## src/rtl/ahblite_slave_mux_if.sv

```systemverilog
// AHB-Lite data-phase mux bus bundle.
// Groups the decoder selects, the per-slave responses and the muxed
// response back to the master. The slave modport is the mux's view;
// the master modport is the view of whatever drives the bus inputs.
interface ahblite_slave_mux_if;
  logic        HREADY;
  logic [1:0]  HTRANS;

  logic        P0_HSEL, P1_HSEL, P2_HSEL, P3_HSEL, P4_HSEL;
  logic        P0_HREADYOUT, P1_HREADYOUT, P2_HREADYOUT, P3_HREADYOUT, P4_HREADYOUT;
  logic        P0_HRESP, P1_HRESP, P2_HRESP, P3_HRESP, P4_HRESP;
  logic [31:0] P0_HRDATA, P1_HRDATA, P2_HRDATA, P3_HRDATA, P4_HRDATA;

  logic        HREADY_OUT;
  logic        HRESP;
  logic [31:0] HRDATA;

  modport slave (
    input  HREADY, HTRANS,
    input  P0_HSEL, P1_HSEL, P2_HSEL, P3_HSEL, P4_HSEL,
    input  P0_HREADYOUT, P1_HREADYOUT, P2_HREADYOUT, P3_HREADYOUT, P4_HREADYOUT,
    input  P0_HRESP, P1_HRESP, P2_HRESP, P3_HRESP, P4_HRESP,
    input  P0_HRDATA, P1_HRDATA, P2_HRDATA, P3_HRDATA, P4_HRDATA,
    output HREADY_OUT, HRESP, HRDATA
  );

  modport master (
    output HREADY, HTRANS,
    output P0_HSEL, P1_HSEL, P2_HSEL, P3_HSEL, P4_HSEL,
    output P0_HREADYOUT, P1_HREADYOUT, P2_HREADYOUT, P3_HREADYOUT, P4_HREADYOUT,
    output P0_HRESP, P1_HRESP, P2_HRESP, P3_HRESP, P4_HRESP,
    output P0_HRDATA, P1_HRDATA, P2_HRDATA, P3_HRDATA, P4_HRDATA,
    input  HREADY_OUT, HRESP, HRDATA
  );
endinterface

```

## src/rtl/ahblite_slave_mux.sv

```systemverilog
// AHB-Lite data-phase response multiplexer with built-in default slave.
// Ports:
//   HCLK    - bus clock, rising edge
//   HRESET  - asynchronous active-high reset
//   bus     - ahblite_slave_mux_if.slave: HREADY/HTRANS and P0..P4 selects
//             in, P0..P4 HREADYOUT/HRESP/HRDATA in, muxed HREADY_OUT/HRESP/
//             HRDATA out
// The address-phase select is captured on HREADY=1 edges and steers the
// following data phase. Unmapped active transfers get a two-cycle ERROR.
module ahblite_slave_mux #(
  parameter logic [31:0] DEF_RDATA    = 32'h0000_0000,
  parameter bit          DEF_SLAVE_EN = 1'b1
) (
  input logic                HCLK,
  input logic                HRESET,
  ahblite_slave_mux_if.slave bus
);
  localparam int unsigned NUM_PORTS = 5;
  localparam int unsigned SEL_W     = NUM_PORTS + 1;
  localparam int unsigned DEF_BIT   = NUM_PORTS;

  typedef enum logic [1:0] {
    IDLE = 2'd0,
    ERR1 = 2'd1,
    ERR2 = 2'd2
  } def_state_t;

  logic [NUM_PORTS-1:0] hsel;
  logic [SEL_W-1:0]     sel_next;
  logic [SEL_W-1:0]     sel_q;
  def_state_t           def_state;

  assign hsel = {bus.P4_HSEL, bus.P3_HSEL, bus.P2_HSEL, bus.P1_HSEL, bus.P0_HSEL};

  // Priority-encode the decoder selects (lowest index wins) into one-hot.
  always_comb begin
    sel_next = '0;
    if (hsel[0])      sel_next[0] = 1'b1;
    else if (hsel[1]) sel_next[1] = 1'b1;
    else if (hsel[2]) sel_next[2] = 1'b1;
    else if (hsel[3]) sel_next[3] = 1'b1;
    else if (hsel[4]) sel_next[4] = 1'b1;
    else if (bus.HTRANS[1] && DEF_SLAVE_EN) sel_next[DEF_BIT] = 1'b1;
  end

  // Select register and default-slave FSM.
  // ERR1 holds HREADY_OUT low, so no capture can happen until ERR2.
  always_ff @(posedge HCLK or posedge HRESET) begin
    if (HRESET) begin
      sel_q     <= '0;
      def_state <= IDLE;
    end else begin
      if (bus.HREADY) sel_q <= sel_next;
      case (def_state)
        IDLE:    if (bus.HREADY && sel_next[DEF_BIT]) def_state <= ERR1;
        ERR1:    def_state <= ERR2;
        ERR2:    if (bus.HREADY) def_state <= sel_next[DEF_BIT] ? ERR1 : IDLE;
        default: def_state <= IDLE;
      endcase
    end
  end

  // Zero-latency response mux; nothing selected means zero-wait OKAY.
  always_comb begin
    bus.HREADY_OUT = 1'b1;
    bus.HRESP      = 1'b0;
    bus.HRDATA     = DEF_RDATA;
    if (sel_q[0]) begin
      bus.HREADY_OUT = bus.P0_HREADYOUT;
      bus.HRESP      = bus.P0_HRESP;
      bus.HRDATA     = bus.P0_HRDATA;
    end else if (sel_q[1]) begin
      bus.HREADY_OUT = bus.P1_HREADYOUT;
      bus.HRESP      = bus.P1_HRESP;
      bus.HRDATA     = bus.P1_HRDATA;
    end else if (sel_q[2]) begin
      bus.HREADY_OUT = bus.P2_HREADYOUT;
      bus.HRESP      = bus.P2_HRESP;
      bus.HRDATA     = bus.P2_HRDATA;
    end else if (sel_q[3]) begin
      bus.HREADY_OUT = bus.P3_HREADYOUT;
      bus.HRESP      = bus.P3_HRESP;
      bus.HRDATA     = bus.P3_HRDATA;
    end else if (sel_q[4]) begin
      bus.HREADY_OUT = bus.P4_HREADYOUT;
      bus.HRESP      = bus.P4_HRESP;
      bus.HRDATA     = bus.P4_HRDATA;
    end else if (sel_q[DEF_BIT]) begin
      bus.HREADY_OUT = (def_state != ERR1);
      bus.HRESP      = (def_state != IDLE);
    end
  end
endmodule

```

## src/flat_wrapper.sv

```systemverilog
// flat-port wrapper written by rule: the top's interface ports become plain ports
module ahblite_slave_mux_flat 
#(
  parameter logic [31:0] DEF_RDATA    = 32'h0000_0000,
  parameter bit          DEF_SLAVE_EN = 1'b1
)
  (HCLK, HRESET, bus_HREADY, bus_HTRANS, bus_P0_HSEL, bus_P1_HSEL, bus_P2_HSEL, bus_P3_HSEL, bus_P4_HSEL, bus_P0_HREADYOUT, bus_P1_HREADYOUT, bus_P2_HREADYOUT, bus_P3_HREADYOUT, bus_P4_HREADYOUT, bus_P0_HRESP, bus_P1_HRESP, bus_P2_HRESP, bus_P3_HRESP, bus_P4_HRESP, bus_P0_HRDATA, bus_P1_HRDATA, bus_P2_HRDATA, bus_P3_HRDATA, bus_P4_HRDATA, bus_HREADY_OUT, bus_HRESP, bus_HRDATA);
  ahblite_slave_mux_if bus_i ();
  input logic HCLK;
  input logic HRESET;
  input wire logic [$bits(bus_i.HREADY)-1:0] bus_HREADY;
  input wire logic [$bits(bus_i.HTRANS)-1:0] bus_HTRANS;
  input wire logic [$bits(bus_i.P0_HSEL)-1:0] bus_P0_HSEL;
  input wire logic [$bits(bus_i.P1_HSEL)-1:0] bus_P1_HSEL;
  input wire logic [$bits(bus_i.P2_HSEL)-1:0] bus_P2_HSEL;
  input wire logic [$bits(bus_i.P3_HSEL)-1:0] bus_P3_HSEL;
  input wire logic [$bits(bus_i.P4_HSEL)-1:0] bus_P4_HSEL;
  input wire logic [$bits(bus_i.P0_HREADYOUT)-1:0] bus_P0_HREADYOUT;
  input wire logic [$bits(bus_i.P1_HREADYOUT)-1:0] bus_P1_HREADYOUT;
  input wire logic [$bits(bus_i.P2_HREADYOUT)-1:0] bus_P2_HREADYOUT;
  input wire logic [$bits(bus_i.P3_HREADYOUT)-1:0] bus_P3_HREADYOUT;
  input wire logic [$bits(bus_i.P4_HREADYOUT)-1:0] bus_P4_HREADYOUT;
  input wire logic [$bits(bus_i.P0_HRESP)-1:0] bus_P0_HRESP;
  input wire logic [$bits(bus_i.P1_HRESP)-1:0] bus_P1_HRESP;
  input wire logic [$bits(bus_i.P2_HRESP)-1:0] bus_P2_HRESP;
  input wire logic [$bits(bus_i.P3_HRESP)-1:0] bus_P3_HRESP;
  input wire logic [$bits(bus_i.P4_HRESP)-1:0] bus_P4_HRESP;
  input wire logic [$bits(bus_i.P0_HRDATA)-1:0] bus_P0_HRDATA;
  input wire logic [$bits(bus_i.P1_HRDATA)-1:0] bus_P1_HRDATA;
  input wire logic [$bits(bus_i.P2_HRDATA)-1:0] bus_P2_HRDATA;
  input wire logic [$bits(bus_i.P3_HRDATA)-1:0] bus_P3_HRDATA;
  input wire logic [$bits(bus_i.P4_HRDATA)-1:0] bus_P4_HRDATA;
  output wire logic [$bits(bus_i.HREADY_OUT)-1:0] bus_HREADY_OUT;
  output wire logic [$bits(bus_i.HRESP)-1:0] bus_HRESP;
  output wire logic [$bits(bus_i.HRDATA)-1:0] bus_HRDATA;
  assign bus_i.HREADY = bus_HREADY;
  assign bus_i.HTRANS = bus_HTRANS;
  assign bus_i.P0_HSEL = bus_P0_HSEL;
  assign bus_i.P1_HSEL = bus_P1_HSEL;
  assign bus_i.P2_HSEL = bus_P2_HSEL;
  assign bus_i.P3_HSEL = bus_P3_HSEL;
  assign bus_i.P4_HSEL = bus_P4_HSEL;
  assign bus_i.P0_HREADYOUT = bus_P0_HREADYOUT;
  assign bus_i.P1_HREADYOUT = bus_P1_HREADYOUT;
  assign bus_i.P2_HREADYOUT = bus_P2_HREADYOUT;
  assign bus_i.P3_HREADYOUT = bus_P3_HREADYOUT;
  assign bus_i.P4_HREADYOUT = bus_P4_HREADYOUT;
  assign bus_i.P0_HRESP = bus_P0_HRESP;
  assign bus_i.P1_HRESP = bus_P1_HRESP;
  assign bus_i.P2_HRESP = bus_P2_HRESP;
  assign bus_i.P3_HRESP = bus_P3_HRESP;
  assign bus_i.P4_HRESP = bus_P4_HRESP;
  assign bus_i.P0_HRDATA = bus_P0_HRDATA;
  assign bus_i.P1_HRDATA = bus_P1_HRDATA;
  assign bus_i.P2_HRDATA = bus_P2_HRDATA;
  assign bus_i.P3_HRDATA = bus_P3_HRDATA;
  assign bus_i.P4_HRDATA = bus_P4_HRDATA;
  assign bus_HREADY_OUT = bus_i.HREADY_OUT;
  assign bus_HRESP = bus_i.HRESP;
  assign bus_HRDATA = bus_i.HRDATA;
  ahblite_slave_mux #(.DEF_RDATA(DEF_RDATA), .DEF_SLAVE_EN(DEF_SLAVE_EN)) u_core (.HCLK(HCLK), .HRESET(HRESET), .bus(bus_i));
endmodule
```

## config.mk

```make
export PLATFORM = sky130hd
export DESIGN_NAME = ahblite_slave_mux_flat
export DESIGN_NICKNAME = d
export VERILOG_FILES = /design/src/rtl/ahblite_slave_mux_if.sv /design/src/rtl/ahblite_slave_mux.sv /design/src/flat_wrapper.sv
export SDC_FILE = /design/constraint.sdc
export NUM_CORES = 1
export LEC_CHECK = 0
export BUFFER_PORTS_ARGS = -buffer_cell sky130_fd_sc_hd__buf_2
export CAP_MARGIN = 25
export CORE_MARGIN = 4
export CORE_UTILIZATION = 25
export DETAILED_ROUTE_END_ITERATION = 12
export SETUP_SLACK_MARGIN = 0.2
export SYNTH_ARGS = -nofsm -noshare
export SYNTH_HDL_FRONTEND = slang
export SYNTH_SLANG_ARGS = --single-unit
```

## constraint.sdc

```tcl
create_clock -name HCLK -period 1.4 [get_ports HCLK]
set_input_delay 0.21 -clock HCLK [delete_from_list [all_inputs] [get_ports HCLK]]
set_output_delay 0.21 -clock HCLK [all_outputs]
set_load 0.03 [all_outputs]
```

# Word-level counts from Yosys, hierarchy flattened
# Index checks and enable logic that the tools add are counted.
[totals] regBits=8 latchBits=0 mem_bits_rw=0 mem_bits_ro=0 inputBits=180 output_inout_bits=34 elab_cells=43 n_memories=0
[classes] addsub=0 mul=0 div_mod_pow=0 magnitude_cmp=0 n_eq_ne=5 shifts=0 mux=32 bitwise=0 reduce_logical=4
[op_table] cell="$mux 32" n=5
[op_table] cell="$mux 1" n=20
[op_table] cell="$mux 2" n=3
[op_table] cell="$pmux 2 s3" n=1
[op_table] cell="$mux 5" n=1
[op_table] cell="$mux 4" n=1
[op_table] cell="$ne 2x1->1 const B" n=2
[op_table] cell="$mux 3" n=1
[op_table] cell="$eq 2x1->1 const B" n=1
[op_table] cell="$eq 2x2->1 const B" n=1
[op_table] cell="$logic_not 2->1" n=1
[op_table] cell="$ne 2x2->1 const B" n=1
[op_table] cell="$reduce_and 2->1" n=1
[op_table] cell="$reduce_bool 2->1" n=1
[op_table] cell="$logic_and 1x1->1" n=1

# Logic depth before layout (Yosys ltp)
[logic_depth] depth_word=9 mapped_depth=7 mapped_depth_nobuf=4

# Least setup slack after synthesis
# Ideal clock, no wire load.
[synth_timing] kind="register -> output" startpoint="register u_core.sel_q[3]" endpoint="output port bus_HRESP" arrival_ns=1.549 required_ns=1.190 setup_slack_ns=-0.359 stages_incl_launch_ff=7 path_buffers=3 path_cell_list="dfrtp_1 > buf_4 > nor2b_2 > buf_6 > buf_6 > a221oi_1 > o41ai_2"
[synth_via] elab_chain_len=4
[synth_rtl] element="start, declared" line_no="ahblite_slave_mux.sv:30" source="logic [SEL_W-1:0] sel_q;"
[synth_rtl] element="start signal, assigned" line_no="ahblite_slave_mux.sv:53" source="if (bus.HREADY) sel_q <= sel_next;"
[synth_rtl] element="$mux 1" line_no="ahblite_slave_mux.sv:80" source="end else if (sel_q[3]) begin"
[synth_rtl] element="$mux 1" line_no="ahblite_slave_mux.sv:76" source="end else if (sel_q[2]) begin"
[synth_rtl] element="$mux 1" line_no="ahblite_slave_mux.sv:72" source="end else if (sel_q[1]) begin"
[synth_rtl] element="$mux 1" line_no="ahblite_slave_mux.sv:68" source="if (sel_q[0]) begin"
[synth_rtl] element="end, declared" line_no="flat_wrapper.sv:34" source="output wire logic [$bits(bus_i.HRESP)-1:0] bus_HRESP;"
# No other way between the ends.

# Worst setup path after layout
[layout_timing] startpoint="register u_core.sel_q[3]" endpoint="output port bus_HRDATA[1]"
[layout_via] elab_chain_len=4
[layout_rtl] element="$mux 32" line_no="ahblite_slave_mux.sv:80"
[layout_rtl] element="$mux 32" line_no="ahblite_slave_mux.sv:76"
[layout_rtl] element="$mux 32" line_no="ahblite_slave_mux.sv:72"
[layout_rtl] element="$mux 32" line_no="ahblite_slave_mux.sv:68"
[layout_rtl] element="end, declared" line_no="flat_wrapper.sv:35" source="output wire logic [$bits(bus_i.HRDATA)-1:0] bus_HRDATA;"
# No other way between the ends.

==> flow_summary.ini <==
[clock_tree]
cts_root_buffer = clkbuf_8
cts_tree = built
clockBufferDepth = 2
cts_made_buffers = 3
htreeDepth = 1
numClockSinks = 8
path_clk_slew_ns = 0.04
clkLatencyLatePin_ns = 0.23

[sta]
rsz0062_at_grt = yes
fmax_ghz = 0.543
fin_hold_ws_ns = 0.203
postLayoutSetupSlackWorst_ns = -0.443
fin_tns_setup_ns = -13.60
finalCritPeriodShare_pct = 132
worst_clock_skew_ns = 0.000152
hold_viol_final = 0
finalCriticalPeriod_ns = 1.84
relSlewSlack_pct = 79.5
tightest_slew_ns = 0.307
setup_viol = 34
maxSlewViolCount = 0

[routing]
wirelength_um = 9040
drt_first_pass_iters = 4
post_drt_via_cell_ratio = 4.97
wl_per_cell_um = 16.1
route.detailed.drc = 0
drtIter0Drc = 66
ant_nets = 0
vias = 2788

[setup_path]
cp_data_required_time_ns = 1.19
path_cells = nor2b_4 -> buf_6 -> a221o_1 -> o211ai_1 -> a21oi_2 -> buf_6
cpPeakStageDelay_ns = 0.44
arrival_ns = 1.63
slowest_stage = dfrtp_2
rr_endpoint = u_core.sel_q[2]
path_max_fanout = 12
crit_family = compound AO/OA/AOI/OAI gates
worstSetupEndpointType = output port
worstSetupPathType = reg -> out
r2r-start = u_core.sel_q[2]
startpoint_type = flop
cp_common_cell = buf_6
path_depth = 6
rrSetupSlack_ns = 0.28
endpoint = bus_HRDATA[1]
cp_num_buf_inv = 2
startpoint = u_core.sel_q[3]
r2r_cells = 4

[yosys]
yosys-top-cells-area = o211ai_2, a221o_1, a21oi_2
syn_nets = 421
syn_area_mm2 = 0.00195
yosysTopAreaCell = o211ai_2
yosysTopAreaCellShare_pct = 18.6
synth_common_cells = a21oi_1, a221o_1, nor2b_1
syn-instance-count = 241
synth_warnings = 0
synth_cell_type_count = 32
synth_edf_count = 0
synth_seq_area_share_pct = 10.3
ys_seq_elements = 8
synth-main-ff-cell = dfrtp_1
synthArstFlopShare_pct = 100
synth_most_common_cell = a21oi_1
syn_avg_cell_area_um2 = 8.08

[grt]
grt_max_degree = 30
track_usage_pct = 17.5
overflow = 0
grt_pass1_vias = 2776
grt_pass1_wl_um = 12900
antenna_found_initial = 2

[die]
num_rows = 31
die_h_um = 96.3
dieArea_mm2 = 0.00927
die_w_um = 96.3
ios = 214
core-area_mm2 = 0.00741
start_util_pct = 26.3

[placed_design]
dp_slack_ns = -0.316
port_buffers = 212
globalplace.congestion = 0.776
dp_hpwl_um = 7370
placed_cell_area_mm2 = 0.00352

[pwr]
leakagePower_nw = 1.74
fin_total_pwr_mw = 2.44
ir_worst_vdd_mv = 0.547
power.density_mw_per_mm2 = 635

[run]
cap_violations = 0

[cells_and_area]
multi_input_area_mm2 = 0.00182
n_fill_cell = 745
seq_area_um2 = 203
drive_above_1_share_pct = 69.8
final_nets = 641
postLayoutCellArea_mm2 = 0.00385
syn_to_final_growth_pct = 97.5

[outcome]
violations = setup timing
status = complete, but fails checks

[hold_path]
hp-class = in -> reg
==> area by class of cell <==
class	instances	share of cell area, %
Multi-Input combinational cell	195	47.4
Timing Repair Buffer	246	42.1
Sequential cell	8	5.27
Tap cell	99	3.22
Clock buffer	4	1.17
Inverter	7	0.683
Antenna cell	2	0.130
==> cells by family (layout without fill, tap and decap cells) <==
group                  count (synthesis)  in the layout  share of synthesized area [%]
other                                  0              2                              0
muxes                                  1              1                          0.578
AOI/OAI and AO/OA                    143            143                           63.7
and+or+nand+nor                       51             51                           15.8
DFF                                    8              8                           10.3
buffers and inverters                 38            257                           9.63
==> registers in the layout, indices dropped and copies added, names as in the netlist <==
register,count
u_core.sel_q,6
u_core.def_state,2
==> power by group <==
| group | switching [mW] | internal [mW] | total, mW |
|---|---|---|---|
| clock network | 0.0963 | 0.198 | 0.294 |
| registers | 0.0167 | 0.243 | 0.259 |
| logic | 0.977 | 0.912 | 1.89 |
==> worst min-delay path by stage <==
stage	start	to	slack [ns]	cells past startpoint
2_1_floorplan	HRESET	u_core.def_state[0]	0.03	1
3_3_place_gp	HRESET	u_core.def_state[1]	0.16	2
3_5_place_dp	HRESET	u_core.sel_q[5]	0.17	2
4_1_cts	bus_P1_HSEL	u_core.sel_q[2]	0.20	2
5_1_grt	bus_P1_HSEL	u_core.sel_q[2]	0.22	2
6_report	bus_P1_HSEL	u_core.sel_q[2]	0.20	2
==> stage by stage <==
| stage | cells | util, % |
|---|---|---|
| after CTS | 558 | 51.3 |
| after global routing | 560 | 51.9 |
| after global placement | 549 | 47.5 |
| final | 561 | 51.9 |
| after floorplan | 241 | - |
| after detailed placement | 549 | 47.5 |
==> per-layer routing <==
layer  vias up  share of wire, %  global-route usage (%)  wire length (um)
li1       1391                 -                       -                 -
met1      1247                36                    18.4              3230
met2       136                51                    33.9              4660
met3        12                11                    4.38               997
met4         2               1.6                    4.62               149
met5         -             0.077                       0                 7
==> repair_timing <==
item / 4_1_cts / 5_1_grt
pin swaps: 1 / 9
setup endpoints to repair: 34 / 34
buffers inserted: 4 / 1
hold buffers: 1 / 0
endpoints found under the hold margin: 8 / 0
gates resized for setup: 65 / 9
==> cell usage in the layout (no fill, tap or decap), types with 4 or more instances in the layout <==
cell type / synthesis / final
nand2_1: 4 / 4
buf_2: 9 / 178
a221o_1: 32 / 32
buf_4: 1 / 23
buf_6: 4 / 38
a21oi_4: 0 / 30
a21oi_1: 40 / 36
o211ai_2: 29 / 29
dfrtp_1: 8 / 6
buf_12: 0 / 6
nor2b_1: 32 / 32
inv_2: 3 / 4
No activity file was read; power rests on OpenSTA's default activity.
